## src/rtl/cv32e40px_x_result_arb_pkg.sv

```systemverilog
// cv32e40px_x_result_arb_pkg
//   Shared types, limits and the round-robin pick helper for the X-interface
//   result arbiter (cv32e40px_x_result_arb) and its pointer sub-module
//   (cv32e40px_x_rr_arbiter).
//   Contents:
//     X_RESULT_ARB_MAX_COPROC : largest supported number of coprocessors
//     X_RESULT_ARB_IDX_W      : width of an index able to address any coprocessor
//     x_result_t              : result payload {id, rd, we, data} at default widths
//     rr_pick_t               : {found, idx} answer from rr_pick
//     rr_pick()               : first valid requester at or after a pointer, wrapping
package cv32e40px_x_result_arb_pkg;

  localparam int unsigned X_RESULT_ARB_MAX_COPROC = 8;
  localparam int unsigned X_RESULT_ARB_IDX_W      = 3;

  typedef struct packed {
    logic [3:0]  id;
    logic [4:0]  rd;
    logic [0:0]  we;
    logic [31:0] data;
  } x_result_t;

  typedef struct packed {
    logic       found;
    logic [2:0] idx;
  } rr_pick_t;

  // Scan valid[] starting at ptr and wrapping at num-1 -> 0; the first set bit wins.
  // Only the low num bits of valid take part in the scan.
  function automatic rr_pick_t rr_pick(input logic [7:0] valid,
                                       input logic [2:0] ptr,
                                       input int unsigned num);
    rr_pick_t    res;
    int unsigned j;
    res.found = 1'b0;
    res.idx   = 3'd0;
    for (int unsigned i = 0; i < X_RESULT_ARB_MAX_COPROC; i++) begin
      j = int'(ptr) + i;
      if (j >= num) begin
        j = j - num;
      end else begin
        j = j;
      end
      if ((i < num) && !res.found && valid[j[2:0]]) begin
        res.found = 1'b1;
        res.idx   = j[2:0];
      end else begin
        res = res;
      end
    end
    return res;
  endfunction

endpackage

```

## src/rtl/cv32e40px_x_rr_arbiter.sv

```systemverilog
// cv32e40px_x_rr_arbiter
//   Combinational round-robin pick over NUM_COPROC requesters plus the
//   registered priority pointer (index of the highest-priority requester).
//   The pointer moves to winner+1 (wrapping) only when a grant is issued.
//   Ports:
//     clk_i, rst_ni : clock, synchronous active-low reset (pointer -> 0)
//     valid_i       : per-requester request
//     advance_i     : grant may be issued this cycle (output slot free and not in reset)
//     grant_o       : one-hot grant, all zero when advance_i is low or nothing requests
//     winner_o      : index of the picked requester (valid when found_o)
//     found_o       : at least one requester is valid
module cv32e40px_x_rr_arbiter
  import cv32e40px_x_result_arb_pkg::*;
#(
  parameter int unsigned NUM_COPROC = 2,
  localparam int unsigned PTR_W = (NUM_COPROC > 1) ? $clog2(NUM_COPROC) : 1
) (
  input  logic                  clk_i,
  input  logic                  rst_ni,
  input  logic [NUM_COPROC-1:0] valid_i,
  input  logic                  advance_i,
  output logic [NUM_COPROC-1:0] grant_o,
  output logic [2:0]            winner_o,
  output logic                  found_o
);

  logic [PTR_W-1:0] rr_ptr_q, rr_ptr_d;
  logic [7:0]       valid_ext_s;
  logic [2:0]       next_idx_s;
  rr_pick_t         pick_s;

  // Round-robin pick starting at the pointer; grant only when the slot can take it.
  always_comb begin
    valid_ext_s                 = 8'h00;
    valid_ext_s[NUM_COPROC-1:0] = valid_i;
    pick_s                      = rr_pick(valid_ext_s, 3'(rr_ptr_q), NUM_COPROC);
    grant_o                     = {NUM_COPROC{1'b0}};
    for (int i = 0; i < int'(NUM_COPROC); i++) begin
      grant_o[i] = advance_i & pick_s.found & (pick_s.idx == 3'(i));
    end
  end

  assign winner_o = pick_s.idx;
  assign found_o  = pick_s.found;

  // Next pointer: one past the winner on a grant, otherwise unchanged.
  always_comb begin
    if (pick_s.idx >= 3'(NUM_COPROC - 1)) begin
      next_idx_s = 3'd0;
    end else begin
      next_idx_s = pick_s.idx + 3'd1;
    end
    if (advance_i && pick_s.found) begin
      rr_ptr_d = PTR_W'(next_idx_s);
    end else begin
      rr_ptr_d = rr_ptr_q;
    end
  end

  // Priority pointer register.
  always_ff @(posedge clk_i) begin
    if (!rst_ni) begin
      rr_ptr_q <= {PTR_W{1'b0}};
    end else begin
      rr_ptr_q <= rr_ptr_d;
    end
  end

endmodule

```

## src/rtl/cv32e40px_x_result_arb.sv

```systemverilog
// cv32e40px_x_result_arb
//   Round-robin arbiter and output register between NUM_COPROC coprocessor
//   result channels and the single core-side X-interface result channel.
//   A coprocessor handshake (valid & ready, same cycle) loads the output
//   register on the next edge; the output is held until the core accepts it.
//   Accept and a new grant can happen on the same edge (1 result per cycle).
//   Optional feature: macro CV32E40PX_X_RESULT_ARB_PERF_EN adds
//   x_result_conflict_cnt_o, a saturating 16-bit count of cycles in which some
//   coprocessor was valid but not granted.
//   Ports:
//     clk_i, rst_ni          : clock, synchronous active-low reset
//     cp_result_valid_i      : per-coprocessor result valid
//     cp_result_ready_o      : per-coprocessor ready (one-hot or zero, zero in reset)
//     cp_result_id/rd/we/data_i : per-coprocessor result payload
//     x_result_valid_o       : core-side result valid
//     x_result_ready_i       : core-side result ready
//     x_result_id/rd/we/data_o : registered payload
//     x_result_src_o         : index of the coprocessor that produced the result
//     x_result_conflict_cnt_o: (optional) conflict cycle counter
module cv32e40px_x_result_arb
  import cv32e40px_x_result_arb_pkg::*;
#(
  parameter int unsigned NUM_COPROC  = 2,
  parameter int unsigned X_ID_WIDTH  = 4,
  parameter int unsigned X_RFW_WIDTH = 32,
  parameter int unsigned X_DUALWRITE = 0,
  localparam int unsigned SRC_W = (NUM_COPROC > 1) ? $clog2(NUM_COPROC) : 1,
  localparam int unsigned WE_W  = X_DUALWRITE + 1
) (
  input  logic                                    clk_i,
  input  logic                                    rst_ni,
  input  logic [NUM_COPROC-1:0]                   cp_result_valid_i,
  output logic [NUM_COPROC-1:0]                   cp_result_ready_o,
  input  logic [NUM_COPROC-1:0][X_ID_WIDTH-1:0]   cp_result_id_i,
  input  logic [NUM_COPROC-1:0][4:0]              cp_result_rd_i,
  input  logic [NUM_COPROC-1:0][WE_W-1:0]         cp_result_we_i,
  input  logic [NUM_COPROC-1:0][X_RFW_WIDTH-1:0]  cp_result_data_i,
  output logic                                    x_result_valid_o,
  input  logic                                    x_result_ready_i,
  output logic [X_ID_WIDTH-1:0]                   x_result_id_o,
  output logic [4:0]                              x_result_rd_o,
  output logic [WE_W-1:0]                         x_result_we_o,
  output logic [X_RFW_WIDTH-1:0]                  x_result_data_o,
  output logic [SRC_W-1:0]                        x_result_src_o
`ifdef CV32E40PX_X_RESULT_ARB_PERF_EN
  ,
  output logic [15:0]                             x_result_conflict_cnt_o
`endif
);

  logic                    out_valid_q, out_valid_d;
  logic [X_ID_WIDTH-1:0]   id_q, id_d;
  logic [4:0]              rd_q, rd_d;
  logic [WE_W-1:0]         we_q, we_d;
  logic [X_RFW_WIDTH-1:0]  data_q, data_d;
  logic [SRC_W-1:0]        src_q, src_d;

  logic                    load_en_s;
  logic                    advance_s;
  logic                    handshake_s;
  logic                    found_s;
  logic [2:0]              winner_s;
  logic [NUM_COPROC-1:0]   grant_s;
  logic [X_ID_WIDTH-1:0]   sel_id_s;
  logic [4:0]              sel_rd_s;
  logic [WE_W-1:0]         sel_we_s;
  logic [X_RFW_WIDTH-1:0]  sel_data_s;

  // The slot can take a new result when empty or being drained this cycle;
  // rst_ni gates ready so nothing is handshaken while reset is asserted.
  assign load_en_s = ~out_valid_q | x_result_ready_i;
  assign advance_s = load_en_s & rst_ni;

  cv32e40px_x_rr_arbiter #(
    .NUM_COPROC (NUM_COPROC)
  ) u_rr_arbiter (
    .clk_i     (clk_i),
    .rst_ni    (rst_ni),
    .valid_i   (cp_result_valid_i),
    .advance_i (advance_s),
    .grant_o   (grant_s),
    .winner_o  (winner_s),
    .found_o   (found_s)
  );

  assign cp_result_ready_o = grant_s;
  assign handshake_s       = |grant_s;

  // One-hot AND-OR payload mux driven by the grant vector.
  always_comb begin
    sel_id_s   = {X_ID_WIDTH{1'b0}};
    sel_rd_s   = 5'd0;
    sel_we_s   = {WE_W{1'b0}};
    sel_data_s = {X_RFW_WIDTH{1'b0}};
    for (int i = 0; i < int'(NUM_COPROC); i++) begin
      sel_id_s   = sel_id_s   | ({X_ID_WIDTH{grant_s[i]}}  & cp_result_id_i[i]);
      sel_rd_s   = sel_rd_s   | ({5{grant_s[i]}}           & cp_result_rd_i[i]);
      sel_we_s   = sel_we_s   | ({WE_W{grant_s[i]}}        & cp_result_we_i[i]);
      sel_data_s = sel_data_s | ({X_RFW_WIDTH{grant_s[i]}} & cp_result_data_i[i]);
    end
  end

  // Output register next state: load on grant, clear valid on a bare accept,
  // otherwise hold. Payload keeps its last value after the accept.
  always_comb begin
    id_d   = id_q;
    rd_d   = rd_q;
    we_d   = we_q;
    data_d = data_q;
    src_d  = src_q;
    if (handshake_s) begin
      out_valid_d = 1'b1;
      id_d        = sel_id_s;
      rd_d        = sel_rd_s;
      we_d        = sel_we_s;
      data_d      = sel_data_s;
      src_d       = (NUM_COPROC == 1) ? {SRC_W{1'b0}} : SRC_W'(winner_s);
    end else if (out_valid_q && x_result_ready_i) begin
      out_valid_d = 1'b0;
    end else begin
      out_valid_d = out_valid_q;
    end
  end

  // Output register; reset discards any pending result without a handshake.
  always_ff @(posedge clk_i) begin
    if (!rst_ni) begin
      out_valid_q <= 1'b0;
      id_q        <= {X_ID_WIDTH{1'b0}};
      rd_q        <= 5'd0;
      we_q        <= {WE_W{1'b0}};
      data_q      <= {X_RFW_WIDTH{1'b0}};
      src_q       <= {SRC_W{1'b0}};
    end else begin
      out_valid_q <= out_valid_d;
      id_q        <= id_d;
      rd_q        <= rd_d;
      we_q        <= we_d;
      data_q      <= data_d;
      src_q       <= src_d;
    end
  end

  assign x_result_valid_o = out_valid_q;
  assign x_result_id_o    = id_q;
  assign x_result_rd_o    = rd_q;
  assign x_result_we_o    = we_q;
  assign x_result_data_o  = data_q;
  assign x_result_src_o   = src_q;

`ifdef CV32E40PX_X_RESULT_ARB_PERF_EN
  logic [15:0] conflict_cnt_q, conflict_cnt_d;
  logic        conflict_s;

  // A conflict cycle: some coprocessor is valid but not granted.
  assign conflict_s = |(cp_result_valid_i & ~cp_result_ready_o);

  // Saturating conflict counter next state.
  always_comb begin
    if (conflict_s && (conflict_cnt_q != 16'hFFFF)) begin
      conflict_cnt_d = conflict_cnt_q + 16'd1;
    end else begin
      conflict_cnt_d = conflict_cnt_q;
    end
  end

  // Conflict counter register.
  always_ff @(posedge clk_i) begin
    if (!rst_ni) begin
      conflict_cnt_q <= 16'd0;
    end else begin
      conflict_cnt_q <= conflict_cnt_d;
    end
  end

  assign x_result_conflict_cnt_o = conflict_cnt_q;
`endif

endmodule
```

## config.mk

```make
export PLATFORM = sky130hd
export DESIGN_NAME = cv32e40px_x_result_arb
export DESIGN_NICKNAME = d
export VERILOG_FILES = /design/src/rtl/cv32e40px_x_result_arb_pkg.sv /design/src/rtl/cv32e40px_x_rr_arbiter.sv /design/src/rtl/cv32e40px_x_result_arb.sv
export SDC_FILE = /design/constraint.sdc
export NUM_CORES = 1
export LEC_CHECK = 0
export ABC_AREA = 1
export ABC_CLOCK_PERIOD_IN_PS = 3150
export CAP_MARGIN = 40
export CORE_ASPECT_RATIO = 0.8
export CORE_UTILIZATION = 40
export DETAILED_ROUTE_END_ITERATION = 8
export PLACE_DENSITY = 0.94
export RECOVER_POWER = 50
export SLEW_MARGIN = 10
export SYNTH_ARGS = -nofsm -noshare
export SYNTH_HDL_FRONTEND = slang
export SYNTH_HIERARCHICAL = 1
export SYNTH_SLANG_ARGS = --single-unit
```

## constraint.sdc

```tcl
create_clock -name clk_i -period 3.15 [get_ports clk_i]
set_input_delay 0.63 -clock clk_i [delete_from_list [all_inputs] [get_ports clk_i]]
set_output_delay 0.63 -clock clk_i [all_outputs]
set_load 0.01 [all_outputs]
```

* Word-level counts from Yosys, hierarchy flattened
Index checks and enable logic that the tools add are counted.
** Word-level totals
- Bits in registers :: 45
- Latch bits :: 0
- RAM bits :: 0
- ROM bits :: 0
- Bits of input ports :: 89
- Output and inout port bits :: 46
- Word-level logic and storage cells :: 53
- Memories :: 0
** Cells by class
- Add/sub/neg operators :: 4
- Multiply operators :: 0
- Divide/modulo/power cells :: 0
- $lt $le $gt $ge :: 5
- Eq/ne operators :: 1
- Shift-type cells :: 0
- Multiplexer cells :: 11
- Bitwise logic cells :: 18
- Reductions and logical operators :: 7
** Operators with widths (count)
- bitwise AND 32 bit :: 2
- >= comparator 32 x 2 -> 1 bit, second input constant :: 1
- OR 32 bit :: 1
- bitwise AND 5 bit :: 2
- bitwise AND 4 bit :: 2
- < comparator 3 x 4 -> 1 bit, second input constant :: 2
- two-way mux 4 bit :: 2
- bitwise AND 1 bit :: 6
- binary-select mux 1 bit (select 3 bit) :: 2
- two-way mux 3 bit :: 2
- two-way mux 1 bit :: 5
- OR 5 bit :: 1
- OR 4 bit :: 1
- equality test 3 x 1 -> 1 bit, second input constant :: 1
- >= comparator 3 x 1 -> 1 bit, second input constant :: 1
- logical AND 1 bit :: 3
- logical NOT 3 bit :: 1
- subtractor 1 x 2 -> 3 bit, second input constant :: 1
- subtractor 3 x 2 -> 3 bit, second input constant :: 1
- adder 1 x 1 -> 2 bit, second input constant :: 1
- >= comparator 1 x 2 -> 1 bit, second input constant :: 1
- OR 1 bit :: 2
- nonzero test 2 bit :: 1
- OR reduction 2 bit :: 1
- other kinds (3) :: 3

* Longest topological paths before layout
Gate-level depths: netlist of the first run.
- Word-level depth :: 12
- Gate-level depth with buffers :: 11

* By module
The synthesis of the first run kept the hierarchy.
** By module, submodules not included
- cv32e40px_x_result_arb :: instances 1, cells each 323, area each 2113.3 um^2, seq. area each 880.8 um^2
- cv32e40px_x_rr_arbiter :: instances 1, cells each 18, area each 108.9 um^2, seq. area each 20.0 um^2

* Worst setup path after synthesis of the first run
No wires, ideal clock.
- Path kind :: input -> register
- From :: input port rst_ni
- To :: register data_q[11] (netlist: x_result_data_o[11])
- Setup time :: 0.066 ns
- Arrival time :: 2.077 ns
- Data required time :: 3.084 ns
- Slack :: 1.007 ns
- Cell stages on the path :: 11
- Cell sequence :: clkinv_1 buf_2 a21oi_1 nand2_2 nor2_1 buf_4 buf_2 nand2_1 nand2_1 inv_1 a21oi_2
** Between the ends
- Word-level cells in the longest chain between the ends :: 5
- Elaborated cells between the ends (all ways) :: 8
- Those cells by class :: bitwise: 7; reduce/logical: 1
** Ends and longest elaborated chain
- start: declaration :: RTL line cv32e40px_x_result_arb.sv:31 : input logic rst_ni,
- bitwise AND 1 bit * :: RTL line cv32e40px_x_result_arb.sv:72 : assign advance_s = load_en_s & rst_ni;
- net advance_s :: RTL line cv32e40px_x_result_arb.sv:59 : logic advance_s;
- bitwise AND 1 bit * (2 in a row) :: RTL line cv32e40px_x_rr_arbiter.sv:39 : grant_o[i] = advance_i & pick_s.found & (pick_s.idx == 3'(i));
- net cp_result_ready_o[1] :: RTL line cv32e40px_x_result_arb.sv:33 : output logic [NUM_COPROC-1:0] cp_result_ready_o,
- bitwise AND 32 bit :: RTL line cv32e40px_x_result_arb.sv:99 : sel_data_s = sel_data_s | ({X_RFW_WIDTH{grant_s[i]}} & cp_result_data_i[i]);
- OR 32 bit :: RTL line cv32e40px_x_result_arb.sv:99
- end signal: assignment :: RTL line cv32e40px_x_result_arb.sv:132 : data_q <= {X_RFW_WIDTH{1'b0}};
- end signal: assignment :: RTL line cv32e40px_x_result_arb.sv:139 : data_q <= data_d;
- end: declaration :: RTL line cv32e40px_x_result_arb.sv:55 : logic [X_RFW_WIDTH-1:0] data_q, data_d;
Mark *: on every way through the listed nets, which the timed path passes. The rest lies on a longest branch.
A chain may end at the register's enable or synchronous reset.

* Worst setup path after layout of the first run
- From :: input port rst_ni
- To :: output port cp_result_ready_o[0]
** Between the ends
- Word-level cells in the longest chain between the ends :: 3
** Ends and longest elaborated chain (RTL line)
- bitwise AND 1 bit :: cv32e40px_x_result_arb.sv:72
- net advance_s :: cv32e40px_x_result_arb.sv:59
- bitwise AND 1 bit (2 in a row) :: cv32e40px_x_rr_arbiter.sv:39
- end: declaration :: cv32e40px_x_result_arb.sv:33
The timed path passes the listed nets, and every way through them passes these cells.

==> results.json, run 1 <==
{
  "dieArea_mm2": 0.00581,
  "tns_ns": 0,
  "first_pass_iters": 7,
  "synth_area_mm2": 0.00220,
  "antenna_found_initial": 0,
  "grt_pass1_vias": 2227,
  "use_met1_pct": 19.2,
  "drt-initial-drc-count": 86,
  "finalCriticalPeriod_ns": 2.98,
  "postSynthCellCount": 338,
  "antenna_cells": 0,
  "start_util_pct": 42.8,
  "maxSlewHeadroom_pct": 58.4,
  "nNetsFinal": 553,
  "dp_hpwl_um": 4280,
  "pre_cts_ws_ns": 0.244,
  "drv_slew": 0,
  "status": "complete, but fails checks",
  "yosys_warnings": 6,
  "grt_busiest_layer": "met2",
  "grtUsageTotal_pct": 19.6,
  "gr-usage-met2_pct": 40.4,
  "drc_errors": 10,
  "max_freq_mhz": 335,
  "grt_first_pass_wirelength_um": 9050,
  "fillers": 422,
  "cts_tree": "yes",
  "cp_max_fo": 3,
  "synth.avg_cell_area_um2": 6.52,
  "cp.arrival_ns": 2.35,
  "setup_ws_ns": 0.166,
  "rr_startpoint": "u_rr_arbiter/rr_ptr_q",
  "antenna_left": 0,
  "rsz0062_at_grt": "no",
  "rows": 23,
  "cts-resized-gates": 0,
  "io_buffers": 134,
  "wl_per_cell_um": 10.9,
  "required_ns": 2.52,
  "area_growth_pct": 63.9,
  "gp_congestion": 0.751,
  "cp-startpoint": "rst_ni",
  "grtUsageMet3_pct": 6.39,
  "critPathKind": "in2out",
  "routed_via_density": 4.47,
  "min_period_over_period_pct": 94.7,
  "utilization_pct": 70.1,
  "drive_gt1_share_pct": 7.31,
  "p_leak_nw": 1.66,
  "hold_violations": 0,
  "drv_cap": 0,
  "powerDensity_mw_per_mm2": 374,
  "fp.dieH_um": 68.4,
  "cts.hold.buffers_added": 0,
  "setup_viol": 0,
  "die_w_um": 85.0,
  "clock_latency_ns": 0.28,
  "cts.sinks": 45,
  "root_buffer": "clkbuf_8",
  "worst_pin_slew_ns": 0.625,
  "overflow": 0,
  "ir_drop_mv": 0.272,
  "grt_max_degree": 45,
  "syn_nets": 427,
  "finClkSkew_ns": 0.00777,
  "cts-buffers-inserted": 5,
  "violations": "design-rule violations",
  "whs_ns": 0.464,
  "path_clk_slew_ns": 0.08,
  "clock_path_buffers": 2,
  "cp-end-kind": "output pin",
  "h-tree-depth": 2,
  "min_from": "x_result_data_o[23]",
  "pin_count": 135,
  "cts_setup_buffers": 0,
  "total_power_w": 0.00135,
  "num_vias": 2358,
  "worstHoldPathType": "reg2reg",
  "drt_wl_total_um": 5750,
  "core-area_mm2": 0.00515,
  "cp-start-kind": "input pin"
}
## placed cells by master, fill, tap and decap left out, types with 2 or more instances in the layout
master           instances
dlygate4sd3_1           45
nand2_1                163
clkinv_2                 2
a21oi_2                 10
inv_1                   48
nand2_2                 11
buf_4                    3
dfxtp_1                 45
clkbuf_8                 5
a21oi_1                 35
clkdlybuf4s50_1         89
## worst max-delay path, cell delays in order
cell and delay (ns):
dlygate4sd3_1 0.59, clkinv_1 0.11, a21oi_1 0.23, nand3_1 0.16, inv_1 0.10, clkdlybuf4s50_1 0.53
## power by group
group | leakage, nW | total, W | switching [W] | internal (W)
sequential | 0.369 | 0.000638 | 0.0000233 | 0.000614
combinational | 1.25 | 0.000387 | 0.000175 | 0.000211
clock | 0.0450 | 0.000326 | 0.000172 | 0.000154
total | 1.66 | 0.00135 | 0.000371 | 0.000979
## path summary, 6_finish.rpt
kind,endpoint,slack [ns],cells after the start
setup / recovery,cp_result_ready_o[0],0.17,6
hold / removal,x_result_data_o[23],0.46,2
setup reg to reg,x_result_data_o[0],1.07,9
hold reg to reg,x_result_data_o[23],0.46,2
## layer usage
metal	vias up	wire length, um
met5	-	0
met2	85	2830
met4	0	26
met3	2	493
met1	1016	2400
li1	1255	-
## flip-flops by register name (all words and copies together), names as in the netlist
name                   count
x_result_rd_o              5
x_result_id_o              4
u_rr_arbiter/rr_ptr_q      1
x_result_valid_o           1
x_result_data_o           32
x_result_src_o             1
x_result_we_o              1
## layout make-up
class                           count  area, um^2  area share, %
Multi-Input combinational cell    226        1000           27.8
Sequential cell                    45         901           24.9
Clock inverter                      2        10.0          0.277
Tap cell                           62        77.6           2.15
Inverter                           49         184           5.09
Clock buffer                        6        72.6           2.01
Timing Repair Buffer              137        1360           37.8
## through the flow
| step | cell area [um^2] | cells |
|---|---|---|
| 6_report | 3610 | 527 |
| 3_3_place_gp | 3530 | 519 |
| 5_1_grt | 3610 | 527 |
| 3_5_place_dp | 3530 | 519 |
| 2_1_floorplan | 2200 | 338 |
| 4_1_cts | 3610 | 527 |
No activity file was read; power rests on OpenSTA's default activity.
==> run 2: changes to the inputs <==
Settings changed: ABC_CLOCK_PERIOD_IN_PS 3150 to 2700, CORE_UTILIZATION 40 to 34, PLACE_DENSITY 0.94 to 0.85, SETUP_SLACK_MARGIN set to 0.05.
Clock period 3.15 ns to 2.7 ns, I/O delays scaled along.
==> run 2 against run 1 <==
  * The flow now finishes without violations
  * First-iteration DRC count decreased by 58%
  * Non-clock buffer count grew 2
  * Sequential power rose by 16%
==> results.json, run 2 (synthesis results as in run 1) <==
{
  "finClkSkew_ns": 0.00255,
  "h-tree-depth": 2,
  "cp.arrival_ns": 2.03,
  "max_freq_mhz": 388,
  "core-area_mm2": 0.00607,
  "drive_gt1_share_pct": 7.73,
  "cp_max_fo": 3,
  "fin_cells": 547,
  "path_clk_slew_ns": 0.07,
  "required_ns": 2.16,
  "min_period_over_period_pct": 95.3,
  "tns_ns": 0,
  "io_buffers": 134,
  "utilization_pct": 60.5,
  "mostFrequentLayoutCell": "nand2_1",
  "cts-buffers-inserted": 5,
  "critical_path.slowest_cell": "clkdlybuf4s50_1",
  "nNetsFinal": 555,
  "root_buffer": "clkbuf_8",
  "drt-initial-drc-count": 36,
  "cp-end-kind": "output pin",
  "dieArea_mm2": 0.00681,
  "placed_cells": 540,
  "hold_violations": 0,
  "antenna_found_initial": 0,
  "crit_family": "buffers and inverters",
  "drc_errors": 0,
  "drv_cap": 0,
  "rows": 25,
  "worstHoldPathType": "reg2reg",
  "setup_ws_ns": 0.126,
  "maxSlewHeadroom_pct": 68.0,
  "cpPeakStageDelay_ns": 0.53,
  "cts_tree": "yes",
  "worst_pin_slew_ns": 0.480,
  "cts.sinks": 45,
  "p_leak_nw": 1.69,
  "crit_top_cell": "clkdlybuf4s50_1",
  "die_w_um": 92.0,
  "powerDensity_mw_per_mm2": 437,
  "final_cell_mix": "163 x nand2_1, 89 x clkdlybuf4s50_1, 48 x inv_1",
  "fp.dieH_um": 74,
  "pin_count": 135,
  "gp_congestion": 0.729,
  "clock_latency_ns": 0.28,
  "grt_first_pass_wirelength_um": 9440,
  "clock_path_buffers": 2,
  "pre_cts_ws_ns": 0.00244,
  "dp_hpwl_um": 4300,
  "num_vias": 2344,
  "rsz0062_at_grt": "no",
  "cp-start-kind": "input pin",
  "start_util_pct": 36.3,
  "drt_wl_total_um": 5750,
  "timing.critical_path.buf_inv": 3,
  "grtUsageTotal_pct": 17.1,
  "antenna_cells": 0,
  "area_growth_pct": 66.7,
  "drv_slew": 0,
  "ir_drop_mv": 0.267,
  "fillers": 558,
  "wl_per_cell_um": 10.5,
  "finalCriticalPeriod_ns": 2.57,
  "crit_chain": "clkdlybuf4s50_1 > clkinv_1 > a21oi_2 > nand2_2 > nor2_4 > clkdlybuf4s50_1",
  "grt_pass1_vias": 2247,
  "setup_viol": 0,
  "largest_reg_flops": 32,
  "status": "completed",
  "grt_max_degree": 45,
  "critPathKind": "in2out",
  "routed_via_density": 4.29,
  "total_power_w": 0.00161,
  "overflow": 0,
  "antenna_left": 0,
  "first_pass_iters": 4
}
run 2: area by class of cell:
class	instances	area, um^2	area share (%)
Timing Repair Buffer	139	1390	37.9
Multi-Input combinational cell	226	1010	27.4
Sequential cell	45	901	24.5
Inverter	49	184	5.01
Tap cell	81	101	2.76
Clock buffer	7	86.3	2.35
run 2: path summary, 6_finish.rpt:
path	cells past startpoint	slack (ns)	to	start
worst max-delay path	6	0.13	cp_result_ready_o[1]	rst_ni
worst min-delay path	2	0.46	x_result_data_o[5]	x_result_data_o[5]
worst max register to register	10	0.80	x_result_data_o[8]	u_rr_arbiter/rr_ptr_q
worst min register to register	2	0.46	x_result_data_o[5]	x_result_data_o[5]
run 2: stage by stage:
stage          hold WS (ns)  area, um^2
2_1_floorplan         0.458        2200
3_3_place_gp          0.449        3580
3_5_place_dp          0.453        3580
4_1_cts               0.466        3670
5_1_grt               0.473        3670
6_report              0.460        3670
run 2: per-layer routing:
layer | global-route usage (%) | up-vias | wire, um
met4 | 4.51 | 0 | 37
met1 | 18.3 | 997 | 2410
li1 | - | 1259 | -
met2 | 32.8 | 83 | 2770
met5 | 0 | - | 0
met3 | 6.03 | 5 | 538
run 2: where the power goes:
group	switching (W)	internal, W	total, W
sequential	0.0000259	0.000717	0.000743
combinational	0.000205	0.000255	0.000460
clock	0.000200	0.000203	0.000403
total	0.000431	0.00118	0.00161
run 2: worst register-to-register path, cell delays in order, from the launching register on:
cell and delay, ns:
dfxtp_1 0.37, inv_1 0.06, nand2_2 0.06, nand2_1 0.11, nand3_1 0.15, inv_1 0.07
buf_4 0.29, nor2_8 0.26, buf_4 0.23, nand2_1 0.07, a21oi_1 0.15
run 2: timing repair:
item,in CTS,in global routing
resized for setup,1,1
endpoints found under the setup margin,1,1
endpoints found under the hold margin,0,0
setup buffers,0,0
hold buffers,0,0
